==> src/rtl/serial_chunk_adder.sv <==
// serial_chunk_adder: WIDTH-bit adder computing CHUNK bits per clock; define SERIAL_ADDER_SUBTRACT_EN to add a sub port
module serial_chunk_adder #(
    parameter int WIDTH = 32,
    parameter int CHUNK = 4
) (
    input  logic             clk,
    input  logic             reset,
    input  logic             start,
    input  logic [WIDTH-1:0] a,
    input  logic [WIDTH-1:0] b,
    input  logic             carryin,
`ifdef SERIAL_ADDER_SUBTRACT_EN
    input  logic             sub,
`endif
    output logic [WIDTH-1:0] sum,
    output logic             carryout,
    output logic             overflow,
    output logic             busy,
    output logic             done
);
    localparam int N  = WIDTH / CHUNK;
    localparam int SW = $clog2(N + 1);

    typedef enum logic {IDLE, RUN} state_t;

    state_t           state_q, state_d;
    logic [SW-1:0]    step_q, step_d;
    logic [WIDTH-1:0] a_q, a_d, b_q, b_d, res_q, res_d, sum_q, sum_d;
    logic             c_q, c_d, cout_q, cout_d, ovf_q, ovf_d, busy_q, busy_d, done_q, done_d;
    logic [WIDTH-1:0] b_in;
    logic             c_in;
    logic [CHUNK-1:0] a_ch, b_ch;
    logic [CHUNK:0]   slice;
    int               base;

    // Subtraction folds into the add path as a + ~b + 1, fixed at capture time
`ifdef SERIAL_ADDER_SUBTRACT_EN
    assign b_in = sub ? ~b : b;
    assign c_in = sub | carryin;
`else
    assign b_in = b;
    assign c_in = carryin;
`endif

    assign base  = int'(step_q) * CHUNK;
    assign a_ch  = a_q[base +: CHUNK];
    assign b_ch  = b_q[base +: CHUNK];
    assign slice = {1'b0, a_ch} + {1'b0, b_ch} + {{CHUNK{1'b0}}, c_q};

    assign sum      = sum_q;
    assign carryout = cout_q;
    assign overflow = ovf_q;
    assign busy     = busy_q;
    assign done     = done_q;

    // Next state: accept in IDLE, one slice per edge in RUN, publish all results together on the last slice
    always_comb begin
        state_d = state_q;
        step_d  = step_q;
        a_d     = a_q;
        b_d     = b_q;
        c_d     = c_q;
        res_d   = res_q;
        sum_d   = sum_q;
        cout_d  = cout_q;
        ovf_d   = ovf_q;
        busy_d  = busy_q;
        done_d  = 1'b0;
        if (state_q == IDLE) begin
            if (start) begin
                a_d     = a;
                b_d     = b_in;
                c_d     = c_in;
                step_d  = '0;
                busy_d  = 1'b1;
                state_d = RUN;
            end
        end else begin
            res_d[base +: CHUNK] = slice[CHUNK-1:0];
            c_d    = slice[CHUNK];
            step_d = step_q + SW'(1);
            if (step_q == SW'(N - 1)) begin
                sum_d   = res_d;
                cout_d  = slice[CHUNK];
                ovf_d   = slice[CHUNK] ^ slice[CHUNK-1] ^ a_ch[CHUNK-1] ^ b_ch[CHUNK-1];
                done_d  = 1'b1;
                busy_d  = 1'b0;
                state_d = IDLE;
            end
        end
    end

    // State and datapath registers; reset aborts any operation and clears the visible result
    always_ff @(posedge clk or posedge reset) begin
        if (reset) begin
            state_q <= IDLE;
            step_q  <= '0;
            a_q     <= '0;
            b_q     <= '0;
            c_q     <= 1'b0;
            res_q   <= '0;
            sum_q   <= '0;
            cout_q  <= 1'b0;
            ovf_q   <= 1'b0;
            busy_q  <= 1'b0;
            done_q  <= 1'b0;
        end else begin
            state_q <= state_d;
            step_q  <= step_d;
            a_q     <= a_d;
            b_q     <= b_d;
            c_q     <= c_d;
            res_q   <= res_d;
            sum_q   <= sum_d;
            cout_q  <= cout_d;
            ovf_q   <= ovf_d;
            busy_q  <= busy_d;
            done_q  <= done_d;
        end
    end
endmodule

==> config.mk <==
export PLATFORM = sky130hd
export DESIGN_NAME = serial_chunk_adder
export DESIGN_NICKNAME = d
export VERILOG_FILES = /design/src/rtl/serial_chunk_adder.sv
export SDC_FILE = /design/constraint.sdc
export NUM_CORES = 1
export LEC_CHECK = 0
export CAP_MARGIN = 20
export CORE_MARGIN = 8
export CORE_UTILIZATION = 25
export DETAILED_ROUTE_END_ITERATION = 10
export SLEW_MARGIN = 20
export SYNTH_ARGS = -nofsm -noshare
export SYNTH_HDL_FRONTEND = slang
export SYNTH_SLANG_ARGS = --single-unit
==> constraint.sdc <==
create_clock -name clk -period 13.3 [get_ports clk]
set_clock_uncertainty 0.2 [all_clocks]
set_input_delay 2.66 -clock clk [delete_from_list [all_inputs] [get_ports clk]]
set_output_delay 2.66 -clock clk [all_outputs]
set_load 0.01 [all_outputs]
==> metrics.md, run 1 <==
| Metric | Value |
|---|---|
| Worst-margin pin slew | `925 ps` |
| Htree depth | `4` |
| Post-detail-place hpwl | `11.0 mm` |
| Hold WS | `276 ps` |
| CTS root buf | `clkbuf_16` |
| Clk buf depth | `2` |
| Initial DRC count | `384` |
| Fmax | `222 MHz` |
| Post-synth ARST share | `100%` |
| Worst reg2reg endpoint | `sum[14]` |
| Filler instances | `2556` |
| Period utilization | `33.8%` |
| DR vias/cell | `4.56` |
| Initial antenna violation count | `1` |
| Synth area leader | `dfrtp_1` |
| EDFF count, synth | `0` |
| Syn Nets | `626` |
| Vias in the first global route | `4670` |
| Routed wire per std cell | `16.2 µm` |
| Post-cts hold buffer count | `0` |
| Minimum clock period | `4500 ps` |
| Multi-input gate area | `0.00285 mm²` |
| Most frequent cell after synthesis | `dfrtp_1` |
| Hold path startpoint | `sum[8]` |
| Die area | `0.0311 mm²` |
| Largest net degree at the start of global routing | `79` |
| GR Util All Layers | `10.7%` |
| Clock transition at the registers of the reported paths | `60 ps` |
| ANT nets after route | `0` |
| Synth top cells by count | `dfrtp_1, mux2_2, nand2_1` |
| RSZ-0062 raised after global routing | `no` |
| FP Rows | `58` |
| Layout Nets | `725` |
| Syn Area/Cell | `11.8 µm²` |
| Synth top area share | `53.7%` |
| Max-Cap Viols | `0` |
| Storage cell area | `0.00345 mm²` |
| YS warnings | `0` |
| Synthesized instance count | `547` |
| Grt ovf | `0` |
| Register area share after synthesis | `53.7%` |
| Endpoint, Worst Hold | `sum[8]` |
| Leak | `3.53 nW` |
| Pre-antenna DRT Iters | `4` |
| Clock Latency Late Sink | `420 ps` |
| Critical path class | `input pin to flop` |
| Critical path startpoint category | `input pin` |
| GPL Wtd Cong | `0.755` |
| Worst Path Max Fanout | `65` |
| Critical path capture point type | `flop` |
| Setup TNS | `0 ps` |
| Final hold violations | `0` |
| First-pass GRT wire length | `26.0 mm` |
| Seq cells post-synth | `138` |
| Diode count | `0` |
| Chip Width | `176 µm` |
| Worst Path Required | `13400 ps` |
| Total core area | `0.0253 mm²` |
| CTS tree | `yes` |
| Outcome | `finished, final reports clean` |
| Share of cells above drive strength 1 | `21.1%` |
| Hold Path Class | `flop to flop` |
| Worst r2r path cells | `11` |
| Synth Cell Area | `0.00643 mm²` |
| IO Pins | `104` |
| Drt drc | `0` |
| Worst R2R Start | `step_q[0]` |
| Final setup vio count | `0` |
| WP data arrival | `4600 ps` |
| DIE HEIGHT | `176 µm` |
| Worst VDD drop | `0.111 mV` |
| Initial Utilization | `25.5%` |
| Clock sinks | `138` |
| Post-cts repair resize count | `0` |
| Worst Hold Depth | `2` |
| Final design utilization | `33.3%` |
| Synth-to-Final Area Change | `30.8%` |
| Top_reg_cell synth | `dfrtp_1` |
| Max transition margin | `38.2%` |
| Synth unique cells | `42` |
| WL final | `16.0 mm` |
| Routed vias | `4514` |
| R2R Setup Slk | `9140 ps` |
| Fin. max-slew vios | `0` |
| Cts bufs inserted | `17` |
| Port-buffer cells | `103` |
| Largest cells by area after synthesis | `dfrtp_1, mux2_2, mux4_2, nand2_1, o21ai_0` |
| Post-CTS Setup Bufs | `0` |
| PwrDens | `267 mW/mm²` |
| Power, Total | `2.25 mW` |
## sequential cells by signal, indices dropped and copies added, names as in the netlist, 4 cells and up
register  count
a_q          32
b_q          32
res_q        32
step_q        4
sum          32
## power breakdown
part	internal, mW	switching (mW)
Clock	0.287	0.191
Combinational	0.488	0.558
Sequential	0.601	0.123
Total	1.38	0.872
## critical path: stages
cell             delay, ps
clkdlybuf4s50_1        630
nor2b_4                190
buf_4                  630
mux2_2                 410
## per-layer routing
layer  global-route usage [%]  share of wire (%)
met4                     3.26                1.1
met3                     3.33                5.8
met1                     13.7                 46
met2                     16.9                 47
met5                        0              0.056
## cell type report
cell class / instances / area share (%)
Multi-Input combinational cell: 375 / 33.9
Clock inverter: 13 / 1.68
Timing Repair Buffer: 108 / 12.7
Clock buffer: 19 / 5.38
Sequential cell: 138 / 41.1
Inverter: 6 / 0.327
Tap cell: 330 / 4.91
## how the worst max path moves through the flow
| stage | start | to | slack (ps) | cells after the start |
|---|---|---|---|---|
| 6_report | start | b_q[1] | 8800 | 4 |
| 5_1_grt | start | b_q[5] | 8720 | 4 |
| 4_1_cts | start | a_q[0] | 8820 | 4 |
| 3_5_place_dp | start | b_q[19] | 8380 | 4 |
| 3_3_place_gp | start | b_q[7] | 8380 | 4 |
| 2_1_floorplan | reset | a_q[0] | 6740 | 1 |
## per-stage QoR
step                worst slack [ps]  cells  area (µm²)
finish                          8800    989        8410
CTS                             8820    989        8410
detailed placement              8380    957        7820
global route                    8720    989        8410
floorplan                       6740    547        6430
global placement                8380    957        7810
## logic make-up after synthesis
kind of cell	Yosys count	share of synthesized area [%]
and+or+nand+nor	160	11.3
DFF	138	53.7
muxes	108	21.6
AOI/OAI and AO/OA	89	7.88
buffers and inverters	34	2.14
adders and majority gates	11	2.37
xor gates and xnor gates	7	0.954
## cell usage in the layout (no fill, tap or decap), drive strengths merged, types with 2 or more instances in the layout
master / synthesis / layout
o21ai: 41 / 41
dfrtp: 138 / 138
fa: 2 / 2
o31ai: 2 / 2
clkbuf: 19 / 19
o21bai: 2 / 2
nor3: 3 / 3
a21o: 2 / 2
and3: 5 / 5
mux2: 77 / 77
clkinvlp: 0 / 3
mux2i: 15 / 15
nand3: 18 / 18
nor2: 46 / 46
clkdlybuf4s50: 0 / 103
inv: 6 / 9
buf: 9 / 5
clkinv: 0 / 5
a31oi: 7 / 7
xnor2: 4 / 4
xor2: 3 / 3
mux4: 16 / 16
a21oi: 29 / 29
and2: 2 / 2
ha: 9 / 9
bufinv: 0 / 2
nand3b: 3 / 3
nand4: 7 / 7
nor2b: 4 / 4
nand2: 66 / 66
or3b: 2 / 2
Power figures use the tool's default switching activity.
==> inputs of run 2 (changes only) <==
==> constraint.sdc (replaced) <==
create_clock -name clk -period 4.23 [get_ports clk]
set_clock_uncertainty 0.2 [all_clocks]
set_input_delay 0.846 -clock clk [delete_from_list [all_inputs] [get_ports clk]]
set_output_delay 0.846 -clock clk [all_outputs]
set_load 0.01 [all_outputs]
==> metrics.md, run 2 (same netlist as run 1, synthesis figures left out) <==
| Metric | Value |
|---|---|
| CTS root buf | `clkbuf_16 (unchanged)` |
| Final hold violations | `0 (unchanged)` |
| Htree depth | `4 (unchanged)` |
| PnR worst setup slack | `608 ps (was 8800 ps)` |
| Worst-margin pin slew | `828 ps (was 925 ps)` |
| WL final | `16.2 mm (was 16.0 mm)` |
| Max-Cap Viols | `0 (unchanged)` |
| Chip Width | `176 µm (unchanged)` |
| Max transition margin | `44.4% (was 38.2%)` |
| FP Rows | `58 (unchanged)` |
| RSZ-0062 raised after global routing | `no (unchanged)` |
| Minimum clock period | `3620 ps` |
| Initial Utilization | `25.5% (unchanged)` |
| Drt drc | `0 (unchanged)` |
| Critical Path Max Stage Delay | `540 ps (was 630 ps)` |
| Dpl ws | `632 ps (was 8380 ps)` |
| Final setup vio count | `0 (unchanged)` |
| CTS tree | `yes (unchanged)` |
| Worst Path Max Fanout | `7 (was 65)` |
| Initial antenna violation count | `3 (was 1)` |
| Total core area | `0.0253 mm² (unchanged)` |
| Outcome | `finished, final reports clean (unchanged)` |
| CP max-delay cell | `mux4_2 (was clkdlybuf4s50_1)` |
| Post-detail-place hpwl | `11.6 mm (was 11.0 mm)` |
| CP delay by family, top | `adder cells (was buffers and inverters)` |
| Grt ovf | `0 (unchanged)` |
| Setup TNS | `0 ps (unchanged)` |
| GPL Wtd Cong | `0.803 (was 0.755)` |
| Critical path class | `flop to flop (was input pin to flop)` |
| Synth-to-Final Area Change | `31.6% (was 30.8%)` |
| Vias in the first global route | `4702 (was 4670)` |
| PwrDens | `845 mW/mm² (was 267 mW/mm²)` |
| Placed Area | `0.00787 mm² (was 0.00782 mm²)` |
| Routed vias | `4505 (was 4514)` |
| ANT nets after route | `0 (unchanged)` |
| Commonest non-fill, non-tap cells in the layout | `dfrtp_1, clkdlybuf4s50_1, mux2_2 (unchanged)` |
| Critical path startpoint category | `flop (was input pin)` |
| DIE HEIGHT | `176 µm (unchanged)` |
| Pre-antenna DRT Iters | `4 (unchanged)` |
| Clock sinks | `138 (unchanged)` |
| IO Pins | `104 (unchanged)` |
| Filler instances | `2581 (was 2556)` |
| First-pass GRT wire length | `26.2 mm (was 26.0 mm)` |
| Fmax | `276 MHz` |
| GR Util All Layers | `10.8% (was 10.7%)` |
| Post-cts repair resize count | `0 (unchanged)` |
| Most common cell after layout, fill and taps aside | `dfrtp_1 (unchanged)` |
| Fin. max-slew vios | `0 (unchanged)` |
| Power, Total | `7.15 mW (was 2.25 mW)` |
| Clock transition at the registers of the reported paths | `60 ps (about the same)` |
| Final design utilization | `33.5% (was 33.3%)` |
| Initial DRC count | `301 (was 384)` |
| Design area | `0.00846 mm² (was 0.00841 mm²)` |
| Clock Latency Late Sink | `420 ps (about the same)` |
| Clk buf depth | `2 (unchanged)` |
| Worst Path Buf+Inv | `0 (was 2)` |
| Cts bufs inserted | `17 (unchanged)` |
| Hold Path Class | `flop to flop (unchanged)` |
| Worst VDD drop | `0.460 mV (was 0.111 mV)` |
| Die area | `0.0311 mm² (unchanged)` |
| Routed wire per std cell | `16.3 µm (was 16.2 µm)` |
| Cell Chain, Critical Path | `mux4_2 > mux2i_1 > nor2_1 > fa_1 > fa_1 > xor2_1 > nand2_1 > nor3_1 > nand2_1 > a31oi_1 (was clkdlybuf4s50_1 > nor2b_4 > buf_4 > mux2_2)` |
| Port-buffer cells | `103 (unchanged)` |
| Post-CTS Setup Bufs | `0 (unchanged)` |
| Critical path capture point type | `flop (unchanged)` |
| Period utilization | `85.6%` |
| Leak | `3.54 nW (was 3.53 nW)` |
| WP data arrival | `3760 ps (was 4600 ps)` |
| Worst Path Required | `4360 ps (was 13400 ps)` |
| Layout Nets | `730 (was 725)` |
| Share of cells above drive strength 1 | `21.4% (was 21.1%)` |
| Largest net degree at the start of global routing | `139 (was 79)` |
| DR vias/cell | `4.53 (was 4.56)` |
| Post-cts hold buffer count | `0 (unchanged)` |
[run 2: changes by cell type in the layout (fill, tap and decap cells not counted), sizes merged]
cell	previous run	this run
buf	5	10
clkinv	5	4
inv	9	8
clkinvlp	3	5
diode	0	1
[run 2: stage by stage]
step | cells | hold WS, ps
finish | 995 | 274
global route | 994 | 300
CTS | 994 | 282
detailed placement | 962 | 269
global placement | 962 | 261
floorplan | 547 | 250
[run 2: tightest hold or removal path, delay by kind of cell (launching register included)]
| kind | cells | cell delay, ps |
|---|---|---|
| AO/OA/AOI/OAI | 1 | 50 |
| flip-flops | 1 | 340 |
| AND/OR/NAND/NOR | 1 | 40 |
[run 2: layout make-up]
type / count / area (µm²) / share of cell area [%]
repair buffers: 113 / 1130 / 13.4
multi-input cells: 375 / 2850 / 33.6
clock inverters: 13 / 144 / 1.70
diodes: 1 / 2.50 / 0.0296
flip-flops and latches: 138 / 3450 / 40.8
well taps: 330 / 413 / 4.88
inverters: 6 / 26.3 / 0.311
clock buffers: 19 / 443 / 5.24
[run 2: power breakdown]
part	internal, mW	leakage, nW	switching (mW)	total [mW]
Sequential	1.89	1.74	0.401	2.29
Combinational	1.58	1.52	1.81	3.39
Clock	0.888	0.276	0.581	1.47
Total	4.36	3.54	2.79	7.15
[run 2: worst paths after layout]
path | from | end | slack, ps | depth (start not counted)
min in group asynchronous | reset | busy | 810 | 3
worst max register to register | step_q[0] | sum[30] | 610 | 10
worst min register to register | sum[0] | sum[0] | 270 | 2
max in group asynchronous | reset | step_q[0] | 2460 | 3
worst min-delay path | sum[0] | sum[0] | 270 | 2
worst max-delay path | step_q[0] | sum[30] | 610 | 10
[run 2: per-layer routing]
layer	vias up	part of all wire, %	GRT usage, %
met2	137	47	16.9
li1	2171	-	-
met1	2180	43	13.3
met3	11	9.3	4.34
met5	-	0.25	0
met4	6	0.54	3.64
